`src/rtl/jtag_bitbang_driver.sv`:
```
// JTAG bit-bang driver: shifts TMS/TDI vectors out on a divided TCK
// and captures TDO on each rising TCK edge, with optional TRST pulse.
module jtag_bitbang_driver #(
   parameter int TCK_PERIOD  = 10,
   parameter int MAX_LEN     = 32,
   parameter int TRST_CYCLES = 8,
   localparam int LW = $clog2(MAX_LEN + 1)
) (
   input  logic               clk,
   input  logic               rst,
   input  logic               cmd_valid,
   output logic               cmd_ready,
   input  logic [LW-1:0]      cmd_len,
   input  logic [MAX_LEN-1:0] cmd_tms,
   input  logic [MAX_LEN-1:0] cmd_tdi,
   input  logic               cmd_trst,
   output logic               rsp_valid,
   input  logic               rsp_ready,
   output logic [MAX_LEN-1:0] rsp_tdo,
   output logic               busy,
   output logic               tck,
   output logic               tms,
   output logic               tdi,
   output logic               trstn,
   input  logic               tdo
);

   localparam int H    = TCK_PERIOD / 2;
   localparam int CMAX = (H > TRST_CYCLES) ? H : TRST_CYCLES;
   localparam int CW   = $clog2(CMAX + 1);

   localparam logic [CW-1:0] H_LAST = CW'(H - 1);
   localparam logic [CW-1:0] T_LAST = CW'(TRST_CYCLES - 1);

   localparam logic [2:0] S_IDLE = 3'd0;
   localparam logic [2:0] S_TRST = 3'd1;
   localparam logic [2:0] S_LO   = 3'd2;
   localparam logic [2:0] S_HI   = 3'd3;
   localparam logic [2:0] S_RESP = 3'd4;

   logic [2:0]         state;
   logic [CW-1:0]      cnt;
   logic [LW-1:0]      rem;
   logic [LW-1:0]      len_eff;
   logic [MAX_LEN-1:0] mask;
   logic [MAX_LEN-1:0] tms_sh;
   logic [MAX_LEN-1:0] tdi_sh;

   assign len_eff = (cmd_len > LW'(MAX_LEN)) ? LW'(MAX_LEN) : cmd_len;
   assign cmd_ready = (state == S_IDLE) && !rst;
   assign busy = (state != S_IDLE);

   always_ff @(posedge clk) begin
      if (rst) begin
         state     <= S_IDLE;
         cnt       <= '0;
         rem       <= '0;
         mask      <= '0;
         tms_sh    <= '0;
         tdi_sh    <= '0;
         tck       <= 1'b0;
         tms       <= 1'b1;
         tdi       <= 1'b0;
         trstn     <= 1'b1;
         rsp_valid <= 1'b0;
         rsp_tdo   <= '0;
      end else begin
         unique case (state)
            S_IDLE: begin
               if (cmd_valid) begin
                  rem     <= len_eff;
                  mask    <= MAX_LEN'(1);
                  cnt     <= '0;
                  rsp_tdo <= '0;
                  tms_sh  <= cmd_tms;
                  tdi_sh  <= cmd_tdi;
                  if (cmd_trst) begin
                     state <= S_TRST;
                     trstn <= 1'b0;
                     tms   <= 1'b1;
                  end else if (len_eff != '0) begin
                     state  <= S_LO;
                     tms    <= cmd_tms[0];
                     tdi    <= cmd_tdi[0];
                     tms_sh <= cmd_tms >> 1;
                     tdi_sh <= cmd_tdi >> 1;
                  end else begin
                     state     <= S_RESP;
                     rsp_valid <= 1'b1;
                  end
               end
            end
            S_TRST: begin
               if (cnt == T_LAST) begin
                  cnt   <= '0;
                  trstn <= 1'b1;
                  if (rem != '0) begin
                     state  <= S_LO;
                     tms    <= tms_sh[0];
                     tdi    <= tdi_sh[0];
                     tms_sh <= tms_sh >> 1;
                     tdi_sh <= tdi_sh >> 1;
                  end else begin
                     state     <= S_RESP;
                     rsp_valid <= 1'b1;
                  end
               end else begin
                  cnt <= cnt + CW'(1);
               end
            end
            S_LO: begin
               if (cnt == H_LAST) begin
                  cnt     <= '0;
                  state   <= S_HI;
                  tck     <= 1'b1;
                  rsp_tdo <= rsp_tdo | (tdo ? mask : '0);
               end else begin
                  cnt <= cnt + CW'(1);
               end
            end
            S_HI: begin
               if (cnt == H_LAST) begin
                  cnt <= '0;
                  tck <= 1'b0;
                  if (rem == LW'(1)) begin
                     state     <= S_RESP;
                     rsp_valid <= 1'b1;
                  end else begin
                     state  <= S_LO;
                     rem    <= rem - LW'(1);
                     mask   <= mask << 1;
                     tms    <= tms_sh[0];
                     tdi    <= tdi_sh[0];
                     tms_sh <= tms_sh >> 1;
                     tdi_sh <= tdi_sh >> 1;
                  end
               end else begin
                  cnt <= cnt + CW'(1);
               end
            end
            S_RESP: begin
               if (rsp_ready) begin
                  state     <= S_IDLE;
                  rsp_valid <= 1'b0;
               end
            end
            default: state <= S_IDLE;
         endcase
      end
   end

endmodule

```
`config.mk`:
```
export PLATFORM = sky130hd
export DESIGN_NAME = jtag_bitbang_driver
export DESIGN_NICKNAME = d
export VERILOG_FILES = /design/src/rtl/jtag_bitbang_driver.sv
export SDC_FILE = /design/constraint.sdc
export NUM_CORES = 1
export LEC_CHECK = 0
export CAP_MARGIN = 20
export CORE_MARGIN = 3
export CORE_UTILIZATION = 45
export CTS_BUF_LIST = sky130_fd_sc_hd__clkbuf_4
export DETAILED_ROUTE_END_ITERATION = 10
export DONT_BUFFER_PORTS = 1
export GPL_ROUTABILITY_DRIVEN = 0
export GPL_TIMING_DRIVEN = 1
export PLACE_DENSITY = 0.56
export SLEW_MARGIN = 30
export SYNTH_ARGS = -nofsm -noshare
export SYNTH_HDL_FRONTEND = slang
export SYNTH_SLANG_ARGS = --single-unit
```
`constraint.sdc`:
```
create_clock -name clk -period 2.42 [get_ports clk]
set_input_delay 0.484 -clock clk [delete_from_list [all_inputs] [get_ports clk]]
set_output_delay 0.484 -clock clk [all_outputs]
set_load 0.01 [all_outputs]
```
==> results of run 1 <==
==> cell type report <==
class / count / area, um^2 / area share [%]
Clock buffer: 17 / 128 / 1.79
Clock inverter: 15 / 146 / 2.06
Inverter: 7 / 26.3 / 0.369
Multi-Input combinational cell: 582 / 3430 / 48.2
Sequential cell: 146 / 2920 / 41.0
Tap cell: 184 / 230 / 3.23
Timing Repair Buffer: 23 / 235 / 3.30
==> stage by stage <==
step                cells  util, %  power [mW]
finish                974     48.8        7.94
detailed placement    941     46.8        6.49
global placement      941     46.8        6.40
global route          974     48.8        8.55
CTS                   974     48.8        8.03
floorplan             811        -        5.78
==> power by group through the flow <==
stage | clock network (mW) | registers [mW] | logic (mW)
after floorplan | 0 | 3.24 | 2.54
after global placement | 0 | 3.31 | 3.09
after detailed placement | 0 | 3.34 | 3.15
after CTS | 1.58 | 3.28 | 3.18
after global routing | 1.67 | 3.34 | 3.53
final | 1.49 | 3.28 | 3.17
==> flip-flops by register name, indices dropped and copies added, names as in the netlist <==
register and cells:
cnt 4, tms 1, tms_sh 32, trstn 1, tck 1, tdi_sh 32
tdi 1, rsp_valid 1, rsp_tdo 32, mask 32, rem 6, state 3
==> synth_stat cells (9+ instances only) <==
cell / count
buf_1: 11
o21ai_0: 9
buf_2: 28
a21oi_1: 114
a311oi_1: 64
nand2_1: 133
a21o_1: 63
nor3_1: 9
nor2_1: 80
clkbuf_1: 29
dfxtp_1: 146
a22oi_1: 32
==> kinds of logic (layout without fill, tap and decap cells) <==
kind of cell	after synthesis	count (layout)	share of synthesized area (%)
AOI/OAI and AO/OA	308	308	31.6
and+or+nand+nor	266	266	17.8
DFF	146	146	43.5
buffers and inverters	83	62	5.61
adders and majority gates	4	4	0.746
muxes	4	4	0.634
==> worst min path at each step <==
stage                            start                       to  slack (ps)  cells after the start
2_1_floorplan   tdi_sh[0]$_SDFFE_PP0P_   tdi_sh[0]$_SDFFE_PP0P_         430                      1
3_3_place_gp    tms_sh[7]$_SDFFE_PP0P_   tms_sh[7]$_SDFFE_PP0P_         430                      1
3_5_place_dp   tdi_sh[13]$_SDFFE_PP0P_  tdi_sh[13]$_SDFFE_PP0P_         440                      1
4_1_cts                    cmd_tms[31]  tms_sh[31]$_SDFFE_PP0P_          30                      2
5_1_grt                    cmd_tms[31]  tms_sh[31]$_SDFFE_PP0P_          40                      2
6_report                   cmd_tms[31]  tms_sh[31]$_SDFFE_PP0P_         100                      2
==> routing by layer <==
| metal | up-vias | track usage [%] | wire length (um) | part of all wire (%) |
|---|---|---|---|---|
| li1 | 2877 | - | - | - |
| met5 | - | 0 | 0 | 0 |
| met1 | 2815 | 25.5 | 7390 | 45 |
| met3 | 26 | 6.25 | 1120 | 6.9 |
| met2 | 136 | 31.2 | 7460 | 46 |
| met4 | 0 | 7.12 | 296 | 1.8 |
==> worst max-delay path: cells and delay by family, from the launching register on <==
| kind | cells | cell delay, ps |
|---|---|---|
| AO/OA/AOI/OAI | 2 | 410 |
| adder cells (fa/ha/maj) | 1 | 200 |
| buffers and inverters | 1 | 290 |
| flip-flops | 1 | 450 |
| multiplexers | 1 | 160 |
| AND/OR/NAND/NOR | 2 | 620 |
==> repair_timing <==
item | in CTS | in global routing
hold buffers | 1 | 0
endpoints found under the setup margin | 0 | 0
endpoints found under the hold margin | 52 | 0
==> flow_summary.ini, run 1 <==
[routing]
drcViolationCount = 0
totalWireLength_um = 16300
num_vias = 5854
drt_pass1_iterations = 5
wl_per_cell_um = 16.7
drtIter0Drc = 506
antenna_left = 0
vias_per_cell = 6.01

[placed_design]
place_area_um2 = 6830
pre_cts_slack_ps = 267
port_buffers = 0
place_hpwl_um = 10100

[logic_synthesis]
synth_edf_count = 0
synthArstFlopShare_pct = 0
synth_top_area_cell = dfxtp_1
syn_avg_cell_area_um2 = 8.28
yosysSeqAreaShare_pct = 43.5
synth.net_count = 891
synth_top_flop_cell = dfxtp_1
yosys-top-cells-area = dfxtp_1 44%, a21oi_1 8.5%, a311oi_1 8.4%
ys_ff_latch = 146
yosysWarnings = 0
synth.distinct_cells = 54
yosysTopAreaCellShare_pct = 43.5
syn_inst = 811
syn_area_um2 = 6710

[clock_network]
post_cts_resized = 0
cts_root_buf = clkbuf_4
cts_sinks = 146
worstSkewPairLatency_ps = 540
cts_tree = built
post-cts-setup-buffers = 0
clk_pin_slew_ps = 130
cts_buffers = 17
cts_buffer_depth = 2
htreeDepth = 4

[timing]
tightest_slew_ps = 705
skew_ps = 21.3
period_share_pct = 90.8
timing.setup.tns_ps = 0
setup_slack_ps = 222
slew_violations = 0
finalHoldViolations = 0
slew_headroom_pct = 53.0
rsz0062_at_grt = no
finalCriticalPeriod_ps = 2200
hold_ws_ps = 95.9
setup_viol = 0
timing.fmax_mhz = 455

[power_and_ir_drop]
swShare_pct = 41.4
p_switching_mw = 3.29
power_density_nw_per_um2 = 1120
p_clk_share_pct = 18.8
p_leak_nw = 3.11
p_comb_share_pct = 39.9
ir_worst_vdd_mv = 0.541
seq_power_share_pct = 41.4
p_int_mw = 4.65

[worst_setup_path]
worstSetupStartpoint = rem[0]$_SDFFE_PP0P_
cp.required_ps = 2900
cp-end-kind = register
r2r_slack_ps = 220
reg2reg_to = tms_sh[6]$_SDFFE_PP0P_
rr_startpoint = rem[0]$_SDFFE_PP0P_
crit_path_max_incr_delay_ps = 530
reg2regPathDepth = 7
path_cells = ha_1 > mux2_2 > nand2_2 > o211a_4 > nor2_4 > buf_12 > a21o_1
worstSetupEndpoint = tms_sh[6]$_SDFFE_PP0P_
cp-start-kind = register
path_max_fanout = 36
slowest_stage = nor2_4
cp.arrival_ps = 2680
crit_type = reg2reg

[global_routing]
grt_usage_pct = 19.8
antenna_found_initial = 0
gr-total-overflow = 0
grt_pass1_wl_um = 26900
grt_max_degree = 133
first_global_vias = 5490

[floorplan]
start_util_pct = 46.0
core_area_um2 = 14600
io_pins = 115
fp-row-count = 44
die_h_um = 128
design.die.area_um2 = 16400
die_x_um = 128

[cells_and_area]
syn_to_final_growth_pct = 6.10
design_area_um2 = 7120
final_nets = 857
final_common_cell = dfxtp_1
num_antenna_cells = 0
mostFrequentLayoutCells = 146 x dfxtp_1, 133 x nand2_1, 113 x a21oi_1
drive_above_1_share_pct = 9.37
fill_cells = 1401

[flow_run]
max_cap_violations = 0

[status]
status = complete, no violations

[hold_path]
min_path_type = in2reg
Power figures use the tool's default switching activity.
==> run 2, diff against run 1 <==
PLACE_DENSITY = 0.58   (was 0.56)
clock period = 2.85 ns   (was 2.42 ns; I/O delays follow)
==> flow_summary.ini, run 2 (same netlist as run 1, synthesis figures left out) <==
[status]
status = complete, no violations

[clock_network]
htreeDepth = 4
cts_tree = built
post_cts_resized = 0
post-cts-setup-buffers = 0
clk_pin_slew_ps = 130
cts_buffers = 17
cts_buffer_depth = 2
cts_root_buf = clkbuf_4
cts_hold_buf = 0
cts_sinks = 146
worstSkewPairLatency_ps = 540

[routing]
drt_pass1_iterations = 5
drcViolationCount = 0
num_vias = 5801
vias_per_cell = 6.02
drtIter0Drc = 593
totalWireLength_um = 16500
wl_per_cell_um = 17.1
antenna_left = 0

[cells_and_area]
design_area_um2 = 7070
final_common_cell = dfxtp_1
final_nets = 847
final-instance-count-excl-fill = 963
syn_to_final_growth_pct = 5.29
fin_util_pct = 48.4
fill_cells = 1435
drive_above_1_share_pct = 8.10
mostFrequentLayoutCells = 146 x dfxtp_1, 133 x nand2_1, 113 x a21oi_1

[power_and_ir_drop]
p_leak_nw = 3.07
ir_worst_vdd_mv = 0.487
total_power_mw = 6.82
power_density_nw_per_um2 = 965

[global_routing]
antenna_found_initial = 1
grt_max_degree = 107
gr-total-overflow = 0
grt_usage_pct = 19.7
first_global_vias = 5312
grt_pass1_wl_um = 26600

[placed_design]
place_area_um2 = 6760
pre_cts_slack_ps = 507
place_hpwl_um = 10300
placedCellCount = 932
port_buffers = 0

[timing]
slew_violations = 0
timing.setup.tns_ps = 0
timing.fmax_mhz = 416
slew_headroom_pct = 51.8
setup_slack_ps = 444
setup_viol = 0
hold_ws_ps = 109
tightest_slew_ps = 722
finalCriticalPeriod_ps = 2410
finalHoldViolations = 0
skew_ps = 14.8
period_share_pct = 84.4
rsz0062_at_grt = no

[worst_setup_path]
cp-start-kind = register
cp.required_ps = 3340
cp.arrival_ps = 2890
path_cells = nand2b_4 > o211a_4 > nor2_4 > buf_4 > a21o_1
slowest_stage = dfxtp_1
cp-end-kind = register
rr_startpoint = state[0]$_SDFFE_PP0P_
path_max_fanout = 62
crit_path_max_incr_delay_ps = 790
worstSetupStartpoint = state[0]$_SDFFE_PP0P_
crit_type = reg2reg

[floorplan]
die_x_um = 128
start_util_pct = 46.0
die_h_um = 128
design.die.area_um2 = 16400
fp-row-count = 44
io_pins = 115
core_area_um2 = 14600

[hold_path]
hp-start = rst
min_path_type = in2reg

[flow_run]
max_cap_violations = 0
-- run 2: path summary, 6_finish.rpt --
| kind | endpoint | slack [ps] | cells past startpoint |
|---|---|---|---|
| hold / removal | cnt[2]$_SDFFE_PP0P_ | 110 | 1 |
| hold reg to reg | tms_sh[31]$_SDFFE_PP0P_ | 460 | 2 |
| setup reg to reg | tms_sh[2]$_SDFFE_PP0P_ | 440 | 5 |
| setup / recovery | tms_sh[2]$_SDFFE_PP0P_ | 440 | 5 |
-- run 2: metal layers --
metal	up-vias	track usage, %	routed length [um]
met2	172	30.4	7500
met5	-	0	0
li1	2851	-	-
met3	24	6.29	1240
met4	0	6.49	299
met1	2754	26.1	7450
-- run 2: critical path, delay by kind of cell (launching register included) --
kind	cells	cell delay [ps]
simple gates	2	400
flops	1	790
compound gates	2	590
buf+inv	1	540
-- run 2: power by group --
part / leakage, nW / switching [mW] / internal, mW
Combinational: 1.72 / 1.62 / 0.935
Sequential: 1.19 / 0.354 / 2.51
Clock: 0.157 / 0.785 / 0.619
Total: 3.07 / 2.76 / 4.06
-- run 2: cell type report --
class / count / area [um^2] / area share [%]
diodes: 1 / 2.50 / 0.0354
clock buffers: 17 / 128 / 1.81
clock inverters: 13 / 178 / 2.51
inverters: 7 / 26.3 / 0.372
multi-input cells: 582 / 3430 / 48.6
flip-flops and latches: 146 / 2920 / 41.4
well taps: 184 / 230 / 3.26
repair buffers: 13 / 148 / 2.09
==> run 3, diff against run 2 <==
clock period = 2.4 ns   (was 2.85 ns; I/O delays follow)
==> flow_summary.ini, run 3 (same netlist as run 1, synthesis figures left out) <==
[worst_setup_path]
slowest_stage = dfxtp_1
cp-end-kind = primary output
critPathMostFrequentCell = buf_4
reg2regPathDepth = 8
cp.required_ps = 1920
worstSetupStartpoint = state[0]$_SDFFE_PP0P_
r2r_slack_ps = 240
rr_startpoint = rem[0]$_SDFFE_PP0P_
reg2reg_to = tdi_sh[21]$_SDFFE_PP0P_
path_cells = buf_4 > buf_4 > nor3_2 > inv_1 > nor2_1
worstSetupEndpoint = cmd_ready
cp-start-kind = register
cp.arrival_ps = 1720
crit_type = reg2out
path_max_fanout = 15
crit_path_max_incr_delay_ps = 340

[timing]
timing.fmax_mhz = 454
finalHoldViolations = 0
finalCriticalPeriod_ps = 2200
tightest_slew_ps = 691
skew_ps = 19.4
hold_ws_ps = 64.6
period_share_pct = 91.8
rsz0062_at_grt = no
slew_headroom_pct = 53.9
setup_viol = 0
timing.setup.tns_ps = 0
slew_violations = 0
setup_slack_ps = 196

[cells_and_area]
syn_to_final_growth_pct = 7.98
final_common_cell = dfxtp_1
multiInputGateArea_um2 = 3440
fill_cells = 1435
final_nets = 872
fin_util_pct = 49.7
drive_above_1_share_pct = 11.2
regArea_um2 = 2920
mostFrequentLayoutCells = 146 x dfxtp_1, 133 x nand2_1, 113 x a21oi_1

[flow_run]
max_cap_violations = 0

[floorplan]
start_util_pct = 46.0
fp-row-count = 44
core_area_um2 = 14600
die_h_um = 128
io_pins = 115
design.die.area_um2 = 16400
die_x_um = 128

[clock_network]
cts_buffers = 17
clk_pin_slew_ps = 130
post-cts-setup-buffers = 0
worstSkewPairLatency_ps = 560
cts_tree = built
htreeDepth = 4
cts_buffer_depth = 2
cts_sinks = 146
cts_root_buf = clkbuf_4

[routing]
drtIter0Drc = 491
drcViolationCount = 0
vias_per_cell = 6.02
num_vias = 5963
drt_pass1_iterations = 5
wl_per_cell_um = 17.0
antenna_left = 0
totalWireLength_um = 16900

[global_routing]
grtUsageMet3_pct = 6.29
antenna_found_initial = 1
grt_pass1_wl_um = 28000
first_global_vias = 5685
top_usage_layer = met2
use_met1_pct = 26.7
met2_usage_pct = 33.7
gr-total-overflow = 0
grt_usage_pct = 20.8
grt_max_degree = 95

[power_and_ir_drop]
p_leak_nw = 3.19
ir_worst_vdd_mv = 0.645
power_density_nw_per_um2 = 1130
total_power_mw = 8.21

[placed_design]
port_buffers = 0
place_hpwl_um = 10600
pre_cts_slack_ps = 122

[hold_path]
min_path_type = in2reg
min_path_cells = 2

[status]
status = complete, no violations
==> run 3: final cells by class <==
| cell class | count | area share (%) |
|---|---|---|
| clock buffers | 19 | 1.97 |
| diodes | 1 | 0.0345 |
| well taps | 184 | 3.18 |
| inverters | 7 | 0.363 |
| repair buffers | 37 | 4.73 |
| clock inverters | 13 | 1.95 |
| multi-input cells | 583 | 47.5 |
| flip-flops and latches | 146 | 40.3 |
==> run 3: layer usage <==
metal / vias up / share of wire, % / routed length, um
li1: 2908 / - / -
met1: 2871 / 43 / 7330
met2: 168 / 48 / 8050
met3: 16 / 7.7 / 1310
met4: 0 / 1.0 / 172
met5: - / 0 / 0
==> run 3: metrics by stage <==
stage	cells	area [um^2]
after detailed placement	955	6930
after global placement	954	6900
after CTS	988	7230
after floorplan	811	6710
final	990	7250
after global routing	990	7250
==> run 3: worst max-delay path, delay by kind of cell, from the launching register on <==
| kind | cells | cell delay [ps] |
|---|---|---|
| simple gates | 2 | 390 |
| flops | 1 | 340 |
| buf+inv | 3 | 460 |
==> run 3: timing repair <==
action	4_1_cts	5_1_grt
setup endpoints to repair	0	62
hold endpoints to repair	52	0
hold buffers	1	0
gates resized for setup	0	2
==> run 3: power by group <==
group | switching (mW) | internal [mW]
combinational | 2.09 | 1.26
sequential | 0.326 | 2.98
clock | 0.975 | 0.580
total | 3.39 | 4.82
==> run 3: how the worst min path moves through the flow <==
stage / slack (ps) / to / from
2_1_floorplan: 430 / tdi_sh[0]$_SDFFE_PP0P_ / tdi_sh[0]$_SDFFE_PP0P_
3_3_place_gp: 430 / tdi_sh[16]$_SDFFE_PP0P_ / tdi_sh[16]$_SDFFE_PP0P_
3_5_place_dp: 440 / tdi_sh[0]$_SDFFE_PP0P_ / tdi_sh[0]$_SDFFE_PP0P_
4_1_cts: 10 / tdi_sh[31]$_SDFFE_PP0P_ / cmd_tdi[31]
5_1_grt: 20 / tdi_sh[31]$_SDFFE_PP0P_ / cmd_tdi[31]
6_report: 60 / tms_sh[31]$_SDFFE_PP0P_ / cmd_tms[31]
